### src/rtl/ov_frame_capture.sv
// OV2640 DVP capture: registers the camera bus, pairs bytes into RGB565 pixels and
// writes complete, clipped frames into a FRAME_W x FRAME_H linear framebuffer.
module ov_frame_capture #(
  parameter int FRAME_W     = 320,
  parameter int FRAME_H     = 240,
  parameter int SKIP_FRAMES = 2,
  parameter int VSYNC_POL   = 1
) (
  input  logic        cam_pclk,
  input  logic        rst,
  input  logic        cam_vsync,
  input  logic        cam_href,
  input  logic [7:0]  cam_data,
  input  logic        capture_en,
  output logic        fb_wr_en,
  output logic [16:0] fb_wr_addr,
  output logic [15:0] fb_wr_data,
  output logic        frame_done,
  output logic [7:0]  frame_count,
  output logic        geom_err
);
  localparam int XW  = $clog2(FRAME_W + 2);
  localparam int YW  = $clog2(FRAME_H + 2);
  localparam int SKW = (SKIP_FRAMES < 1) ? 1 : $clog2(SKIP_FRAMES + 1);

  localparam logic [XW-1:0]  X_END   = XW'(FRAME_W);
  localparam logic [XW-1:0]  X_SAT   = XW'(FRAME_W + 1);
  localparam logic [YW-1:0]  Y_END   = YW'(FRAME_H);
  localparam logic [YW-1:0]  Y_SAT   = YW'(FRAME_H + 1);
  localparam logic [17:0]    LB_STEP = 18'(FRAME_W);
  localparam logic [SKW-1:0] SK_N    = SKW'(SKIP_FRAMES);
  localparam logic           VB_INV  = (VSYNC_POL == 0);

  typedef enum logic [1:0] {SKIP, WAIT, CAPTURE} state_t;

  state_t         state;
  logic           vs_r, href_r, vb_q, href_q, phase;
  logic [7:0]     d_r, hi;
  logic [1:0]     arm;
  logic [SKW-1:0] skip_cnt;
  logic [XW-1:0]  x;
  logic [YW-1:0]  y;
  logic [17:0]    line_base;

  logic          vb, frame_start, frame_end, line_start, line_end;
  logic          in_cap, eff_phase, do_byte, do_pix, do_lend, pix_in_win;
  logic [YW-1:0] y_inc, y_after;

  // Edges are ignored until both the input and history registers hold real samples,
  // so a bus already in blanking at reset release is not seen as a frame end.
  always_comb begin
    vb          = vs_r ^ VB_INV;
    frame_start = arm[1] & vb_q & ~vb;
    frame_end   = arm[1] & ~vb_q & vb;
    line_start  = arm[1] & href_r & ~href_q;
    line_end    = arm[1] & ~href_r & href_q;
    in_cap      = (state == CAPTURE);
    eff_phase   = line_start ? 1'b0 : phase;
    do_byte     = in_cap & href_r & ~frame_end;
    do_pix      = do_byte & eff_phase;
    do_lend     = in_cap & (line_end | (frame_end & href_r));
    pix_in_win  = (x < X_END) && (y < Y_END);
    y_inc       = (y == Y_SAT) ? y : y + YW'(1);
    y_after     = do_lend ? y_inc : y;
  end

  always_ff @(posedge cam_pclk or posedge rst) begin
    if (rst) begin
      state       <= SKIP;
      vs_r        <= 1'b0;
      href_r      <= 1'b0;
      d_r         <= '0;
      vb_q        <= 1'b0;
      href_q      <= 1'b0;
      arm         <= '0;
      skip_cnt    <= '0;
      x           <= '0;
      y           <= '0;
      line_base   <= '0;
      phase       <= 1'b0;
      hi          <= '0;
      fb_wr_en    <= 1'b0;
      fb_wr_addr  <= '0;
      fb_wr_data  <= '0;
      frame_done  <= 1'b0;
      frame_count <= '0;
      geom_err    <= 1'b0;
    end else begin
      vs_r       <= cam_vsync;
      href_r     <= cam_href;
      d_r        <= cam_data;
      vb_q       <= vb;
      href_q     <= href_r;
      arm        <= {arm[0], 1'b1};
      fb_wr_en   <= 1'b0;
      frame_done <= 1'b0;

      if (do_byte) begin
        phase <= ~eff_phase;
        if (!eff_phase) hi <= d_r;
      end

      if (do_pix) begin
        if (x != X_SAT) x <= x + XW'(1);
        if (pix_in_win) begin
          fb_wr_en   <= 1'b1;
          fb_wr_addr <= 17'(line_base + 18'(x));
          fb_wr_data <= {hi, d_r};
        end
      end

      // A dangling odd byte is simply dropped along with the phase reset.
      if (do_lend) begin
        if (x != X_END || eff_phase) geom_err <= 1'b1;
        x     <= '0;
        y     <= y_inc;
        phase <= 1'b0;
        if (y < Y_END) line_base <= line_base + LB_STEP;
      end

      case (state)
        SKIP: begin
          if (skip_cnt == SK_N) state <= WAIT;
          else if (frame_end)   skip_cnt <= skip_cnt + SKW'(1);
        end
        WAIT: begin
          if (frame_start && capture_en) begin
            state     <= CAPTURE;
            x         <= '0;
            y         <= '0;
            line_base <= '0;
            phase     <= 1'b0;
          end
        end
        CAPTURE: begin
          if (frame_end) begin
            frame_done  <= 1'b1;
            frame_count <= frame_count + 8'd1;
            if (y_after != Y_END) geom_err <= 1'b1;
            state <= WAIT;
          end
        end
        default: state <= SKIP;
      endcase
    end
  end
endmodule

### config.mk
export PLATFORM = sky130hd
export DESIGN_NAME = ov_frame_capture
export DESIGN_NICKNAME = d
export VERILOG_FILES = /design/src/rtl/ov_frame_capture.sv
export SDC_FILE = /design/constraint.sdc
export NUM_CORES = 1
export LEC_CHECK = 0
export ABC_AREA = 1
export BUFFER_PORTS_ARGS = -buffer_cell sky130_fd_sc_hd__buf_2
export CAP_MARGIN = 10
export CORE_MARGIN = 2
export CORE_UTILIZATION = 30
export DETAILED_ROUTE_END_ITERATION = 10
export HOLD_SLACK_MARGIN = 0.06
export SLEW_MARGIN = 20
export SYNTH_ARGS = -nofsm -noshare
export SYNTH_HDL_FRONTEND = slang
export SYNTH_SLANG_ARGS = --single-unit
### constraint.sdc
create_clock -name cam_pclk -period 7.9 [get_ports cam_pclk]
set_input_delay 0.79 -clock cam_pclk [delete_from_list [all_inputs] [get_ports cam_pclk]]
set_output_delay 0.79 -clock cam_pclk [all_outputs]
set_load 0.02 [all_outputs]
==> impl_metrics.ini, run 1 <==
[outcome]
status = finished, final reports clean

[global_route]
antenna_found_initial = 0
grt_pass1_wl_um = 16300
grt.overflow.total = 0
grt_pass1_vias = 3420
groute.usage.overall_pct = 12.2
grt_max_degree = 77

[synth]
syn_nets = 550
synth_edf_count = 0
synth_flop_cell = dfrtp_1
async_reset_ff_share_pct = 100
avgSynthCellArea_sq_um = 8.82
yosysUniqueCellTypes = 38
synth_area_sq_mm = 0.00463
ys.warnings.count = 0
synthCells = 525
synth.area.top_cells = dfrtp_1 (53%), nand2_1 (10%), inv_1 (5.0%)
synthTopCellsByCount = nand2_1 (125), dfrtp_1 (99), inv_1 (62), nor2_1 (47), o21ai_0 (39)
synth.largest_area_cell = dfrtp_1
synth.most_common_cell = nand2_1
ys_ff_latch = 99
yosysTopAreaCellShare_pct = 53.5
ys_seq_area_share_pct = 53.5

[final_layout]
final_area_sq_mm = 0.00543
n_antenna_cell = 0
fill_cells = 1511
syn_to_final_growth_pct = 17.2
drive_gt1_share_pct = 17.0
num-nets-final = 608
ff_latch_area_sq_mm = 0.00248
multi_input_area_sq_mm = 0.00183

[sta]
hold_viol_final = 0
slew_headroom_pct = 36.5
clock_skew_ns = 0.00674
rsz0062_at_grt = no
period_share_pct = 26.7
timing_worst_slew_pin_value_ns = 0.952
fmax_mhz = 473
setup_viol = 0
report.final.slew_viol_count = 0
fin_tns_setup_ns = 0
period_minus_slack_ns = 2.11

[clock_network]
numCtsBuffers = 9
postCtsSetupBuffers = 0
ctsHoldBuffers = 0
cts-resized-gates = 0
root_buffer = clkbuf_16
clkLatencyLatePin_ns = 0.34
cts_max_level = 3
clock_sinks = 99
cts_max_path_buffers = 2
clk_pin_slew_worst_paths_ns = 0.07
cts_tree = done

[critical_path]
cp.arrival_ns = 2.38
end_kind = flip-flop
path_class = flip-flop to flip-flop
rrSetupSlack_ns = 5.79
critPathMaxFanout = 50
worstPathRequired_ns = 8.17
crit_path_start_kind = flip-flop

[power_and_ir_drop]
sw_frac_of_total_pct = 33.9
peakVddDrop_uv = 121
clkPwrFrac_pct = 30.3
p_seq_share_pct = 45.8
power_density_mw_per_mm2 = 292
pwr-share-comb_pct = 23.9
p_leak_nw = 2.73
p_int_mw = 1.05
power_mw = 1.59
netSwitchingPower_mw = 0.537

[route]
drc = 0
wirelength_um = 9510
first_iter_violations = 155
vias = 3498
firstDrtPassIters = 4
avgViaCountPerCell = 4.51
wl_per_cell_um = 12.3
antenna_left = 0

[placement]
gp_congestion = 0.842
place_area_sq_mm = 0.00510
numPortBuffers = 56
dp_hpwl_um = 6950

[floorplan]
die_w_um = 128
die_y_um = 128
core_area_sq_mm = 0.0151
num_io_pins = 57
rows = 45
die_area_sq_mm = 0.0164
initial_utilization_pct = 30.6

[job]
max-cap-violations = 0

[min_path]
min-delay-path-class = flip-flop to flip-flop
## logic make-up after synthesis
| kind of cell | Yosys count | share of synthesized area [%] |
|---|---|---|
| AO/OA/AOI/OAI | 80 | 9.70 |
| adder cells (fa/ha/maj) | 12 | 3.24 |
| XOR/XNOR | 19 | 3.59 |
| other | 2 | 0.162 |
| flip-flops | 99 | 53.5 |
| buffers and inverters | 78 | 6.94 |
| AND/OR/NAND/NOR | 235 | 22.9 |
## routing by layer
metal	track usage (%)	up-vias	wire, um
li1	-	1794	-
met1	16.5	1635	4710
met2	19.6	63	4350
met3	3.51	6	411
met4	2.71	0	40
met5	0	-	0
## cell type report
cell class / count / area share, %
Sequential cell: 99 / 45.6
Multi-Input combinational cell: 348 / 33.8
Timing Repair Buffer: 58 / 5.44
Inverter: 67 / 4.70
Tap cell: 188 / 4.33
Clock buffer: 9 / 4.15
Clock inverter: 7 / 1.96
## metrics by stage
| stage | setup WS [ns] | hold WS, ns | utilization, % | instances |
|---|---|---|---|---|
| 2_1_floorplan | 4.52 | 0.331 | - | 525 |
| 4_1_cts | 5.75 | 0.363 | 35.8 | 776 |
| 5_1_grt | 5.55 | 0.372 | 35.8 | 776 |
| 6_report | 5.79 | 0.360 | 35.8 | 776 |
| 3_5_place_dp | 5.79 | 0.346 | 33.6 | 760 |
| 3_3_place_gp | 5.83 | 0.343 | 33.6 | 760 |
## final timing paths
path | from | endpoint | depth (start not counted)
hold / removal | arm[0] | arm[1] | 0
hold reg to reg | arm[0] | arm[1] | 0
setup / recovery | state[0] | fb_wr_addr[11] | 9
min in group asynchronous | rst | frame_count[7] | 2
max in group asynchronous | rst | fb_wr_addr[13] | 3
setup reg to reg | state[0] | fb_wr_addr[11] | 9
## power groups by stage
| stage | Clock, mW | Combinational [mW] | Sequential, mW |
|---|---|---|---|
| 6_report | 0.480 | 0.379 | 0.726 |
| 2_1_floorplan | 0 | 0.232 | 0.760 |
| 3_3_place_gp | 0 | 0.373 | 0.733 |
| 4_1_cts | 0.495 | 0.385 | 0.726 |
| 5_1_grt | 0.516 | 0.438 | 0.742 |
| 3_5_place_dp | 0 | 0.383 | 0.735 |
## worst max-delay path, cell delays in order (launching register included)
cell and delay, ns:
dfrtp_1 0.38, inv_1 0.11, nand2_2 0.11, inv_1 0.15, nand3_2 0.13, nor2_4 0.20
nand2_4 0.30, inv_2 0.37, o21ai_0 0.14, o21ai_1 0.13
## state kept, by name (all words and copies together), names as in the netlist, 2 cells and up
register / flops
state: 2
fb_wr_data: 16
d_r: 8
fb_wr_addr: 17
hi: 8
line_base: 11
y: 8
x: 9
frame_count: 8
skip_cnt: 2
arm: 2
## cell usage in the layout, fill, tap and decap left out, types with 3 or more instances in the layout
cell type	instances
nand2_1	125
dfrtp_1	99
inv_1	61
buf_2	56
nor2_1	47
o21ai_0	39
nand3_1	29
a21oi_1	24
xor2_1	15
ha_1	12
clkbuf_16	9
nand4_1	8
nor3_1	6
nor2_4	5
nand2_2	4
inv_2	4
xnor2_1	4
o21ai_1	3
nor4_1	3
inv_6	3
Note: power is estimated with default switching activity, not from simulation.
==> run 2, diff against run 1 <==
clock period = 1.8 ns   (was 7.9 ns; I/O delays follow)
==> run 2 against run 1 <==
Net effect: cell area is 6.3% higher; wire length is 4.6% higher; non-clock buffer count is 34 higher; first-iteration DRC count is 13% higher; sequential power grew to 4.4 times the previous value; clock skew is 0.0033 ns higher; critical path depth is 1 lower; flip-flop and latch count stayed put; worst setup slack worse by 5.7 ns.
==> impl_metrics.ini, run 2 (synthesis results as in run 1) <==
[outcome]
status = finished, final reports clean

[sta]
setup_viol = 0
rsz0062_at_grt = yes
period_share_pct = 97.1
clock_skew_ns = 0.0100
hold_viol_final = 0
slew_headroom_pct = 61.3
report.final.slew_viol_count = 0
whs_ns = 0.335
fin_ws_ns = 0.0520
fmax_mhz = 572
period_minus_slack_ns = 1.75
timing_worst_slew_pin_value_ns = 0.580

[floorplan]
die_y_um = 128
rows = 45
initial_utilization_pct = 30.6
die_w_um = 128
core_area_sq_mm = 0.0151
die_area_sq_mm = 0.0164
num_io_pins = 57

[critical_path]
crit_path_start_kind = flip-flop
reg2reg_depth = 8
critPathMaxFanout = 6
r2r_end = x[6]
worstPathRequired_ns = 2.05
rr_startpoint = x[7]
rrSetupSlack_ns = 0.05
end_kind = flip-flop
cp.arrival_ns = 1.99
path_class = flip-flop to flip-flop

[route]
dr.max_layer_used = met4
wirelength_um = 9950
first_iter_violations = 175
avgViaCountPerCell = 4.53
wl_per_cell_um = 12.3
m1WireLength_um = 4880
firstDrtPassIters = 5
wl_met3_um = 409
antenna_left = 0
drc = 0
vias = 3666
route.met2.wl_um = 4520

[final_layout]
largest-register = fb_wr_addr
finalNonFillerCells = 809
largest_register_ffs = 17
fill_cells = 1519
drive_gt1_share_pct = 21.3
final_common_cell = nand2_1
final_cell_mix = nand2_1 (125), dfrtp_1 (95), inv_1 (59)
final_area_sq_mm = 0.00577
top_regs = fb_wr_addr (17), fb_wr_data (16), line_base (11)
n_antenna_cell = 0
num-nets-final = 642
syn_to_final_growth_pct = 24.6
fin_util_pct = 38.1

[min_path]
hold_depth = 4
hold_start = capture_en
min-delay-path-class = primary input to flip-flop
worst_hold_path.endpoint = state[0]

[global_route]
antenna_found_initial = 0
grt.overflow.total = 0
groute.usage.overall_pct = 12.9
grt_pass1_wl_um = 16900
grt_max_degree = 41
grt_pass1_vias = 3604

[placement]
numPortBuffers = 56
dp.cells = 774
place_area_sq_mm = 0.00525
dp_hpwl_um = 7150
pre_cts_ws_ns = 0.0234
gp_congestion = 0.846

[clock_network]
root_buffer = clkbuf_16
clock_sinks = 99
numCtsBuffers = 9
clkLatencyLatePin_ns = 0.36
cts_max_path_buffers = 2
cts_tree = done
cts_max_level = 3
clk_pin_slew_worst_paths_ns = 0.07

[job]
max-cap-violations = 0

[power_and_ir_drop]
peakVddDrop_uv = 533
power_density_mw_per_mm2 = 1200
p_leak_nw = 2.87
## run 2: cell types whose count changed in the layout (fill, tap and decap cells not counted), moves of 4 or more
cell / before / now
dfrtp_2: 0 / 4
dfrtp_1: 99 / 95
buf_12: 0 / 4
dlygate4sd3_1: 0 / 11
buf_4: 2 / 21
## run 2: metal layers
layer | vias to the layer above | track usage, %
met2 | 62 | 20.7
li1 | 1860 | -
met3 | 12 | 3.67
met4 | 0 | 4.98
met5 | - | 0
met1 | 1732 | 16.6
## run 2: report_power, final
part | internal (mW) | switching (mW)
Clock | 1.07 | 0.844
Sequential | 2.74 | 0.421
Combinational | 0.742 | 1.10
## run 2: area by class of cell
type	count	area, sq um	area share (%)
Inverter	67	260	4.51
Timing Repair Buffer	92	628	10.9
Clock inverter	6	67.6	1.17
Multi-Input combinational cell	348	1870	32.4
Tap cell	188	235	4.08
Clock buffer	9	225	3.90
Sequential cell	99	2480	43.0
## run 2: critical path, stage by stage (launching register included)
cell     delay, ns
dfrtp_1       0.41
buf_4         0.16
nor4_1        0.41
nand2_1       0.17
nand2_4       0.12
inv_2         0.07
nand2_1       0.07
xor2_1        0.16
nor2_1        0.06
## run 2: worst max path at each step
stage	cells past startpoint	startpoint	endpoint	slack [ns]
after floorplan	8	x[7]	fb_wr_addr[15]	0.21
after global placement	9	href_r	geom_err	0.09
after detailed placement	8	line_base[7]	fb_wr_addr[15]	0.02
after CTS	8	line_base[7]	fb_wr_addr[15]	0.004
after global routing	8	line_base[7]	fb_wr_addr[15]	-0.03
final	8	x[7]	x[6]	0.05
## run 2: per-stage QoR
step	power [mW]	TNS, ns
after detailed placement	4.94	0
after floorplan	4.36	0
final	6.92	0
after global routing	7.43	-0.0509
after CTS	6.91	0
after global placement	4.87	0
## run 2: what timing repair did
item / CTS / global route
endpoints found under the hold margin: 30 / 0
gates resized for setup: 0 / 16
buffers inserted: 0 / 9
setup endpoints to repair: 0 / 23
hold buffers: 11 / 0
